`config.mk`:
```
export PLATFORM = sky130hd
export DESIGN_NAME = ohs_comm_tx_framer_flat
export DESIGN_NICKNAME = d
export VERILOG_FILES = /design/src/rtl/ohs_comm_pkg.sv /design/src/rtl/ohs_comm_tx_framer_if.sv /design/src/rtl/ohs_comm_tx_framer.sv /design/src/flat_wrapper.sv
export SDC_FILE = /design/constraint.sdc
export NUM_CORES = 1
export LEC_CHECK = 0
export BUFFER_PORTS_ARGS = -buffer_cell sky130_fd_sc_hd__buf_2
export CORE_MARGIN = 4
export CORE_UTILIZATION = 30
export DETAILED_ROUTE_END_ITERATION = 12
export GPL_ROUTABILITY_DRIVEN = 0
export SLEW_MARGIN = 20
export SYNTH_ARGS = -nofsm -noshare
export SYNTH_HDL_FRONTEND = slang
export SYNTH_SLANG_ARGS = --single-unit
```
`constraint.sdc`:
```
create_clock -name s_axi_aclk -period 3.1 [get_ports s_axi_aclk]
set_input_delay 0.155 -clock s_axi_aclk [delete_from_list [all_inputs] [get_ports s_axi_aclk]]
set_output_delay 0.155 -clock s_axi_aclk [all_outputs]
set_load 0.05 [all_outputs]
```
`src/rtl/ohs_comm_pkg.sv`:
```
// ohs_comm_pkg: shared frame constants and framer state encoding
package ohs_comm_pkg;
  localparam logic [7:0] HEADER_BYTE_DEF = 8'hA5;
  localparam int FRAME_LEN = 7;
  localparam int IDX_W = 2;
  typedef enum logic [2:0] {IDLE, HDR, ADR, DAT, CHK} state_e;
endpackage

```
`src/rtl/ohs_comm_tx_framer_if.sv`:
```
// ohs_comm_tx_framer_if: word valid/ready input and byte stream output; slave = framer side, master = environment side
interface ohs_comm_tx_framer_if #(parameter int ADDR_WIDTH = 2);
  logic s_word_valid;
  logic s_word_ready;
  logic [ADDR_WIDTH-1:0] s_word_addr;
  logic [31:0] s_word_data;
  logic [7:0] m_byte_tdata;
  logic m_byte_tvalid;
  logic m_byte_tready;
  modport slave (
    input  s_word_valid, s_word_addr, s_word_data, m_byte_tready,
    output s_word_ready, m_byte_tdata, m_byte_tvalid
  );
  modport master (
    output s_word_valid, s_word_addr, s_word_data, m_byte_tready,
    input  s_word_ready, m_byte_tdata, m_byte_tvalid
  );
endinterface

```
`src/rtl/ohs_comm_tx_framer.sv`:
```
// ohs_comm_tx_framer: takes {addr,data} words on bus.s_word_*, emits HDR/addr/data[4]/xor frames on bus.m_byte_*, reports busy and a wrapping frame_count
module ohs_comm_tx_framer
  import ohs_comm_pkg::*;
#(
  parameter int ADDR_WIDTH = 2,
  parameter logic [7:0] HEADER_BYTE = HEADER_BYTE_DEF
) (
  input  logic s_axi_aclk,
  input  logic s_axi_aresetn,
  ohs_comm_tx_framer_if.slave bus,
  output logic busy,
  output logic [15:0] frame_count
);
  state_e state_q, state_d;
  logic [IDX_W-1:0] idx_q, idx_d;
  logic [7:0] addr_q, addr_d, chk_q, chk_d, tdata_q, tdata_d;
  logic [31:0] data_q, data_d;
  logic [15:0] frame_count_q, frame_count_d;
  logic en_q, en_d;
  logic [ADDR_WIDTH-1:0] addr_in;
  logic ready, fire, accept;
  assign addr_in = bus.s_word_addr;
  // en_q keeps ready low while reset is held and releases it on the first clock after
  assign ready = en_q && (state_q == IDLE || (state_q == CHK && bus.m_byte_tready));
  assign accept = bus.s_word_valid && ready;
  assign fire = bus.m_byte_tvalid && bus.m_byte_tready;
  assign bus.s_word_ready = ready;
  assign bus.m_byte_tvalid = state_q != IDLE;
  assign bus.m_byte_tdata = tdata_q;
  assign busy = state_q != IDLE;
  assign frame_count = frame_count_q;
  always_comb begin
    state_d = state_q;
    idx_d = idx_q;
    addr_d = accept ? 8'(addr_in) : addr_q;
    data_d = accept ? bus.s_word_data : data_q;
    chk_d = accept ? addr_d ^ data_d[7:0] ^ data_d[15:8] ^ data_d[23:16] ^ data_d[31:24] : chk_q;
    tdata_d = tdata_q;
    frame_count_d = frame_count_q;
    en_d = 1'b1;
    case (state_q)
      IDLE: if (accept) begin
        state_d = HDR;
        tdata_d = HEADER_BYTE;
      end
      HDR: if (fire) begin
        state_d = ADR;
        tdata_d = addr_q;
      end
      ADR: if (fire) begin
        state_d = DAT;
        idx_d = '0;
        tdata_d = data_q[7:0];
      end
      DAT: if (fire) begin
        idx_d = idx_q + 2'd1;
        state_d = idx_q == 2'd3 ? CHK : DAT;
        tdata_d = idx_q == 2'd3 ? chk_q : data_q[{idx_d, 3'b000} +: 8];
      end
      CHK: if (fire) begin
        frame_count_d = frame_count_q + 16'd1;
        state_d = accept ? HDR : IDLE;
        tdata_d = accept ? HEADER_BYTE : 8'h00;
      end
      default: state_d = IDLE;
    endcase
  end
  always_ff @(posedge s_axi_aclk or negedge s_axi_aresetn) begin
    if (!s_axi_aresetn) begin
      state_q <= IDLE;
      idx_q <= '0;
      addr_q <= '0;
      data_q <= '0;
      chk_q <= '0;
      tdata_q <= '0;
      frame_count_q <= '0;
      en_q <= 1'b0;
    end else begin
      state_q <= state_d;
      idx_q <= idx_d;
      addr_q <= addr_d;
      data_q <= data_d;
      chk_q <= chk_d;
      tdata_q <= tdata_d;
      frame_count_q <= frame_count_d;
      en_q <= en_d;
    end
  end
endmodule

```
`src/flat_wrapper.sv`:
```
// flat-port wrapper written by rule: the top's interface ports become plain ports
module ohs_comm_tx_framer_flat import ohs_comm_pkg::*;
#(
  parameter int ADDR_WIDTH = 2,
  parameter logic [7:0] HEADER_BYTE = HEADER_BYTE_DEF
)
  (s_axi_aclk, s_axi_aresetn, busy, frame_count, bus_s_word_valid, bus_s_word_addr, bus_s_word_data, bus_m_byte_tready, bus_s_word_ready, bus_m_byte_tdata, bus_m_byte_tvalid);
  ohs_comm_tx_framer_if #(.ADDR_WIDTH(ADDR_WIDTH)) bus_i ();
  input  logic s_axi_aclk;
  input  logic s_axi_aresetn;
  output logic busy;
  output logic [15:0] frame_count;
  input wire logic [$bits(bus_i.s_word_valid)-1:0] bus_s_word_valid;
  input wire logic [$bits(bus_i.s_word_addr)-1:0] bus_s_word_addr;
  input wire logic [$bits(bus_i.s_word_data)-1:0] bus_s_word_data;
  input wire logic [$bits(bus_i.m_byte_tready)-1:0] bus_m_byte_tready;
  output wire logic [$bits(bus_i.s_word_ready)-1:0] bus_s_word_ready;
  output wire logic [$bits(bus_i.m_byte_tdata)-1:0] bus_m_byte_tdata;
  output wire logic [$bits(bus_i.m_byte_tvalid)-1:0] bus_m_byte_tvalid;
  assign bus_i.s_word_valid = bus_s_word_valid;
  assign bus_i.s_word_addr = bus_s_word_addr;
  assign bus_i.s_word_data = bus_s_word_data;
  assign bus_i.m_byte_tready = bus_m_byte_tready;
  assign bus_s_word_ready = bus_i.s_word_ready;
  assign bus_m_byte_tdata = bus_i.m_byte_tdata;
  assign bus_m_byte_tvalid = bus_i.m_byte_tvalid;
  ohs_comm_tx_framer #(.ADDR_WIDTH(ADDR_WIDTH), .HEADER_BYTE(HEADER_BYTE)) u_core (.s_axi_aclk(s_axi_aclk), .s_axi_aresetn(s_axi_aresetn), .bus(bus_i), .busy(busy), .frame_count(frame_count));
endmodule
```
Word level (Yosys, flattened, before mapping)

Index checks and enable logic that the tools add are counted.

Add/subtract/negate cells: 2
Equal/unequal tests: 10
Shift operators: 1
Multiplexer cells: 21
Bitwise operators: 4
Reduce and logical (&&, ||, !) cells: 13

Operator list:

| kind                    | number |
|---|---|
| $mux W8                 | 8 |
| $pmux W8 S5             | 1 |
| $mux W32                | 1 |
| $shiftx A32 B6 Y8       | 1 |
| $xor A8 B8 Y8           | 4 |
| $mux W3                 | 6 |
| $add A16 B1 Y16 const B | 1 |
| $pmux W3 S5             | 1 |
| $ne A2 B1 Y1 const B    | 5 |
| $eq A3 B2 Y1 const B    | 2 |
| $reduce_and A6 Y1       | 1 |
| $reduce_and A5 Y1       | 1 |
| $reduce_bool A5 Y1      | 1 |
| $logic_and A1 B1 Y1     | 4 |
| $mux W2                 | 2 |
| $pmux W2 S2             | 1 |
| $eq A3 B1 Y1 const B    | 1 |
| $eq A3 B3 Y1 const B    | 1 |
| $logic_not A3 Y1        | 1 |
| $reduce_and A3 Y1       | 1 |
| $reduce_bool A3 Y1      | 1 |
| $add A2 B1 Y2 const B   | 1 |
| $eq A2 B2 Y1 const B    | 1 |
| $reduce_and A2 Y1       | 1 |
| other kinds (3)         | 3 |

Bits in registers: 78
Input bits: 38
Output and inout port bits: 27

Logic depth before layout (Yosys ltp)

Gate-level depths: netlist of the first run.

Depth after elaboration: 10
Mapped depth: 7
Gate-level depth less buffers: 5

Least setup slack after synthesis of the first run

OpenSTA, ideal clock, no wires.

Path type: flip-flop to flip-flop
From: register u_core.frame_count_q[0], in the netlist u_core.frame_count[0]
To: register u_core.frame_count_q[12], in the netlist u_core.frame_count[12]
Setup time: 0.141 ns
Arrival time: 1.744 ns
Setup slack: 1.215 ns
Stages on the path, launching flop included: 6
Path buffers: 0
Clock period less this slack: 1.885 ns
Path through: dfrtp_1 ha_1 nand3_1 nor4_1 nand4_1 xnor2_1

Word-level cells in the longest chain between the ends: 1

RTL lines:

| element                | RTL line                 | RTL |
|---|---|---|
| from (decl)            | ohs_comm_tx_framer.sv:18 | `logic [15:0] frame_count_q, frame_count_d;` |
| from (signal assigned) | ohs_comm_tx_framer.sv:85 | `frame_count_q <= frame_count_d;` |
| $add A16 B1 Y16        | ohs_comm_tx_framer.sv:61 | `frame_count_d = frame_count_q + 16'd1;` |

Every way passes these cells.
A chain may end at the register's enable or synchronous reset.

Final worst setup path of the first run

From: register u_core.idx_q[0]
To: register u_core.tdata_q[4], in the netlist u_core.bus.m_byte_tdata[4]

Word-level cells in the longest chain between the ends: 5
Elaborated cells on any way between the ends: 6
Those cells by class: add/sub: 1; eq/ne: 1; shift: 1; mux: 3

RTL lines:

| element                | RTL line                 | RTL |
|---|---|---|
| from (decl)            | ohs_comm_tx_framer.sv:15 | `logic [IDX_W-1:0] idx_q, idx_d;` |
| from (signal assigned) | ohs_comm_tx_framer.sv:80 | `idx_q <= idx_d;` |
| $add A2 B1 Y2          | ohs_comm_tx_framer.sv:56 | `idx_d = idx_q + 2'd1;` |
| $shiftx A32 B6 Y8      | ohs_comm_tx_framer.sv:58 | `tdata_d = idx_q == 2'd3 ? chk_q : data_q[{idx_d, 3'b000} +: 8];` |
| $mux W8 *              | ohs_comm_tx_framer.sv:58 |  |
| $mux W8 *              | ohs_comm_tx_framer.sv:55 | `DAT: if (fire) begin` |
| $pmux W8 S5 *          | ohs_comm_tx_framer.sv:41 | `case (state_q)` |
| to (signal assigned)   | ohs_comm_tx_framer.sv:84 | `tdata_q <= tdata_d;` |
| to (decl)              | ohs_comm_tx_framer.sv:16 | `logic [7:0] addr_q, addr_d, chk_q, chk_d, tdata_q, tdata_d;` |

Every way passes the cells marked *; elsewhere a longest branch is shown, timed or not. The select of a mux whose other input is x is not followed.

==> qor.csv, run 1 <==
stage,metric,value,unit
status,status,"finished, final reports clean",
timing,timing.setup.tns,0,ps
yosys,yosys-top-cells-area,"dfrtp_1 (53%), mux2_2 (12%), xnor2_1 (8.7%)",
layout,final_nets,394,
job,max_cap_violations,0,
grt,grt_max_degree,79,
timing,rsz0062_at_grt,no,
yosys,synth_edf_count,0,
timing,drv_slew,0,
yosys,synth_top_area_cell,dfrtp_1,
die,start_util,30.79,%
cts,clock_latency,330,ps
yosys,ys_seq_area_share,52.56,%
routing,drtPass1Iterations,5,
setup_path,cp_slowest_cell,ha_1,
yosys,syn_inst,293,
routing,drt-initial-drc-count,152,
layout,n_fill_cell,1219,
setup_path,end_kind,flop,
die,die_area,14220,um^2
die,die_y,119.3,um
setup_path,cp_num_buf_inv,0,
yosys,syn-num-nets,333,
timing,post-route-period-util,68.28,%
cts,clock-sinks,78,
die,io_pins,65,
place,place_hpwl,5442,um
yosys,postSynthAreaPerCell,12.67,um^2
yosys,async_flop_share,100.0,%
pwr,vdd_ir_drop_max,0.5035,mV
setup_path,crit_top_cell,nand2_1,
yosys,synth_flop_cell,dfrtp_1,
timing,fmax,472.4,MHz
setup_path,path_class,flop to flop,
timing,worst_clock_skew,3.802,ps
yosys,yosysTopAreaCellShare,52.56,%
routing,ant_nets,0,
timing,setup_violations,0,
routing,vias,2472,
setup_path,critPathTopFamily,adder cells,
routing,wl_per_cell,14.94,um
layout,layout_common_cells,"dfrtp_1 (78), buf_2 (63), mux2_2 (40)",
timing,holdWs,80.64,ps
grt,grt_pass1_vias,2487,
cts,cts.path.max_buffers,2,
die,die_w,119.3,um
grt,grt_usage,11.67,%
cts,postCtsResizedCells,0,
grt,grt_overflow,0,
layout,final_common_cell,dfrtp_1,
die,core,12060,um^2
cts,clk_pin_slew,60,ps
setup_path,crit_chain,ha_1 -> mux4_2 -> nand2_1 -> nand2_1 -> mux2_2,
cts,cts_buffers,9,
cts,cts_tree,yes,
pwr,powerDensity,899.7,nW/um^2
grt,grt_antenna_before_repair,0,
hold_path,hp-class,input pin to flop,
layout,seq_area,1952,um^2
yosys,ys_seq_elements,78,
place,port_buffers,64,
layout,final_core_utilization,37.50,%
timing,min_period,2117,ps
layout,drive_gt1_share,37.60,%
setup_path,worstPathMaxFanout,11,
setup_path,critPathArrivalTime,2340,ps
setup_path,cp-start-kind,flop,
cts,clockRootBuffer,clkbuf_16,
yosys,yosys_warnings,0,
cts,htreeDepth,3,
timing,tightest_slew,722.8,ps
pwr,p_leak,2.047,nW
timing,finalHoldViolations,0,
routing,drc,0,
layout,multi_input_area,1652,um^2
timing,slew_headroom,51.60,%
die,fp-row-count,40,
grt,grt_pass1_wl,13140,um
setup_path,crit_path_max_incr_delay,660,ps
layout,area_growth,21.80,%
setup_path,cp.required,3320,ps
yosys,ys_types,42,
routing,wl,7873,um
yosys,synth_area,3714,um^2
routing,vias_per_cell,4.691,
layout,n_antenna_cell,0,
## layout make-up
class	count	area share, %
Sequential cell	78	43.15
Multi-Input combinational cell	193	36.51
Timing Repair Buffer	67	7.773
Clock buffer	11	5.145
Tap cell	168	4.647
Clock inverter	5	2.351
Inverter	5	0.4149
## layer usage
layer  GRT usage [%]  share of wire (%)  up-vias
li1                -                  -     1169
met1           15.39                 46     1212
met2           18.37                 46       85
met3           4.274                7.1        6
met4           2.607               0.66        0
met5               0                  0        -
## path summary, 6_finish.rpt
| path | depth (start not counted) | to | slack (ps) | startpoint |
|---|---|---|---|---|
| min in group asynchronous | 2 | u_core.en_q$_DFF_PN0_ | 420 | s_axi_aresetn |
| max in group asynchronous | 2 | u_core.data_q[0]$_DFF_PN0_ | 2190 | s_axi_aresetn |
| max | 5 | u_core.bus.m_byte_tdata[4]$_DFFE_PN0P_ | 980 | u_core.idx_q[0]$_DFFE_PN0P_ |
| min | 2 | u_core.data_q[30]$_DFF_PN0_ | 80 | bus_s_word_data[30] |
| max reg2reg | 5 | u_core.bus.m_byte_tdata[4]$_DFFE_PN0P_ | 980 | u_core.idx_q[0]$_DFFE_PN0P_ |
| min reg2reg | 1 | u_core.frame_count[15]$_DFFE_PN0P_ | 470 | u_core.frame_count[15]$_DFFE_PN0P_ |
## metrics by stage
step                      total power [mW]  instances  setup WS [ps]  area (um^2)
after detailed placement             2.902        510          947.5         4170
final                                4.069        527          983.3         4523
after CTS                            4.120        526          956.2         4509
after global routing                 4.305        527          753.5         4523
after floorplan                      2.563        293           1215         3714
after global placement               2.856        510           1008         4170
## synth_stat cells (2+ instances only)
library cell / number
dfrtp_1: 78
mux4_2: 8
nor2_1: 10
nor4_1: 3
nand2_1: 28
o21ai_0: 2
a222oi_1: 8
mux2_2: 40
a32oi_1: 4
nor3_1: 3
inv_1: 5
ha_1: 2
nand3_1: 6
xnor2_1: 37
clkbuf_1: 2
nor2b_1: 7
xor2_1: 4
buf_4: 4
nand4_1: 3
a21oi_1: 8
buf_2: 8
nor3b_2: 2
buf_6: 2
## kinds of logic after synthesis
| group | Yosys count | synth area share, % |
|---|---|---|
| flip-flops | 78 | 52.56 |
| AND/OR/NAND/NOR | 75 | 11.42 |
| multiplexers | 48 | 16.98 |
| AO/OA/AOI/OAI | 26 | 5.290 |
| XOR/XNOR | 41 | 9.670 |
| other | 1 | 0.1010 |
| buffers and inverters | 22 | 3.302 |
| adder cells (fa/ha/maj) | 2 | 0.6737 |
## report_power, final
part	internal, mW	leakage [nW]	switching (mW)
clock network	0.790	0.160	0.411
logic	0.626	0.894	0.619
registers	1.36	0.993	0.267
## sequential cells by signal (all words and copies together) (netlist names)
signal	count
u_core.addr_q	8
u_core.bus.m_byte_tdata	8
u_core.chk_q	8
u_core.data_q	32
u_core.en_q	1
u_core.frame_count	16
u_core.idx_q	2
u_core.state_q	3
## timing repair
item | 4_1_cts | 5_1_grt
hold endpoints to repair | 0 | 78
buffers inserted | 0 | 0
hold buffers | 0 | 1
No activity file was read; power rests on OpenSTA's default activity.
==> run 2, diff against run 1 <==
==> constraint.sdc (replaced) <==
create_clock -name s_axi_aclk -period 2.1 [get_ports s_axi_aclk]
set_input_delay 0.105 -clock s_axi_aclk [delete_from_list [all_inputs] [get_ports s_axi_aclk]]
set_output_delay 0.105 -clock s_axi_aclk [all_outputs]
set_load 0.05 [all_outputs]
==> qor.csv, run 2 (synthesis results as in run 1) <==
stage,metric,value,unit,change
layout,final_common_cell,dfrtp_1,,
setup_path,ff2ff_setup_slack,300,ps,-690 ps
routing,drtPass1Iterations,5,,unchanged
routing,wl_per_cell,14.72,um,-1.5%
die,start_util,30.79,%,unchanged
cts,clock-sinks,78,,unchanged
grt,grt_usage,11.49,%,-0.19 points
timing,rsz0062_at_grt,no,,
grt,grt_overflow,0,,unchanged
grt,grt_antenna_before_repair,0,,unchanged
layout,n_fill_cell,1160,,-4.8%
routing,vias,2454,,-0.73%
grt,grt_pass1_vias,2608,,+4.9%
die,die_w,119.3,um,unchanged
timing,finalHoldViolations,0,,unchanged
timing,min_period,1803,ps,-313.6 ps
place,place_hpwl,5647,um,+3.8%
layout,drive_gt1_share,39.57,%,+2.0 points
grt,grt_max_degree,57,,-28%
setup_path,rr_worst_depth,4,,-1
timing,slew_headroom,55.99,%,+4.4 points
cts,clock_latency,330,ps,about the same
cts,clockRootBuffer,clkbuf_16,,
timing,drv_slew,0,,unchanged
routing,ant_nets,0,,unchanged
layout,largest_reg_flops,32,,unchanged
pwr,powerDensity,1267,nW/um^2,+41%
cts,cts_buffers,9,,unchanged
setup_path,worstPathMaxFanout,56,,+45
place,port_buffers,64,,unchanged
timing,tightest_slew,657.2,ps,-65.58 ps
routing,wl,7906,um,+0.42%
timing,timing.setup.tns,0,ps,unchanged
pwr,vdd_ir_drop_max,0.4824,mV,-4.2%
die,die_y,119.3,um,unchanged
setup_path,endpoint,u_core.data_q[27]$_DFF_PN0_,,
die,io_pins,65,,unchanged
cts,postCtsResizedCells,0,,unchanged
cts,htreeDepth,3,,unchanged
hold_path,hp-class,input pin to flop,,
cts,ctsHoldBuffers,1,,+1
cts,cts_tree,yes,,
setup_path,critPathArrivalTime,2010,ps,-330 ps
die,fp-row-count,40,,unchanged
timing,post-route-period-util,85.86,%,+18 points
routing,drc,0,,unchanged
setup_path,startpoint,u_core.state_q[0]$_DFFE_PN0P_,,
timing,holdWs,33.23,ps,-47.42 ps
cts,post_cts_buffers,0,,unchanged
cts,clk_pin_slew,60,ps,about the same
layout,n_antenna_cell,0,,unchanged
setup_path,rr_startpoint,u_core.state_q[0]$_DFFE_PN0P_,,
setup_path,path_class,flop to flop,,
layout,layout_common_cells,"dfrtp_1 (78), buf_2 (63), mux2_2 (40)",,
layout,final_nets,404,,+2.5%
timing,setup_violations,0,,unchanged
timing,worst_clock_skew,11.66,ps,+7.861 ps
pwr,p_leak,2.072,nW,+1.2%
job,max_cap_violations,0,,unchanged
routing,vias_per_cell,4.570,,-2.6%
die,die_area,14220,um^2,unchanged
layout,top_register,u_core.data_q,,
timing,fmax,554.6,MHz,+17%
routing,drt-initial-drc-count,177,,+16%
setup_path,r2r_end,u_core.data_q[27]$_DFF_PN0_,,
setup_path,cp.required,2310,ps,-1010 ps
cts,cts.path.max_buffers,2,,unchanged
layout,area_growth,22.71,%,
setup_path,cp-start-kind,flop,,
grt,grt_pass1_wl,13100,um,-0.31%
status,status,"finished, final reports clean",,
setup_path,end_kind,flop,,
die,core,12060,um^2,unchanged
run 2: layout make-up:
| type | count | area [um^2] | share of cell area [%] |
|---|---|---|---|
| Sequential cell | 78 | 1952 | 42.83 |
| Multi-Input combinational cell | 193 | 1652 | 36.24 |
| Timing Repair Buffer | 77 | 447.9 | 9.830 |
| Clock buffer | 11 | 242.7 | 5.327 |
| Tap cell | 168 | 210.2 | 4.613 |
| Clock inverter | 5 | 33.78 | 0.7414 |
| Inverter | 5 | 18.77 | 0.4119 |
run 2: how the worst min path moves through the flow:
stage	startpoint	to	slack, ps	cells past startpoint
after floorplan	s_axi_aresetn	u_core.addr_q[0]$_DFF_PN0_	-190	0
after global placement	s_axi_aresetn	u_core.frame_count[2]$_DFFE_PN0P_	150	1
after detailed placement	s_axi_aresetn	u_core.en_q$_DFF_PN0_	160	1
after CTS	bus_s_word_data[31]	u_core.data_q[31]$_DFF_PN0_	20	2
after global routing	bus_s_word_data[6]	u_core.data_q[6]$_DFF_PN0_	30	2
final	bus_s_word_data[28]	u_core.data_q[28]$_DFF_PN0_	30	2
run 2: through the flow:
stage / worst slack [ps] / power, mW / instances / utilization [%] / instance area (um^2)
after floorplan: 215.4 / 3.783 / 293 / - / 3714
after global placement: 335.1 / 4.336 / 520 / 35.40 / 4270
after detailed placement: 312.4 / 4.403 / 520 / 35.40 / 4270
after CTS: 283.1 / 5.849 / 537 / 37.78 / 4557
after global routing: 194.1 / 6.146 / 537 / 37.78 / 4557
final: 296.9 / 5.775 / 537 / 37.78 / 4557
run 2: per-layer routing:
metal  part of all wire [%]  vias up  track usage (%)
met4                   0.33        0            3.548
met3                    5.0        2            3.751
met2                     48       55            18.58
li1                       -     1183                -
met1                     47     1214            14.60
met5                      0        -                0
run 2: critical path: stages, from the launching register on:
cell     delay, ps
dfrtp_1        410
buf_4          180
nor4_2         390
buf_12         320
mux2_2         380
run 2: power breakdown:
group / internal (mW) / total (mW) / switching (mW) / leakage, nW
Clock: 0.832 / 1.43 / 0.595 / 0.132
Sequential: 2.00 / 2.29 / 0.291 / 0.993
Combinational: 1.02 / 2.05 / 1.04 / 0.947
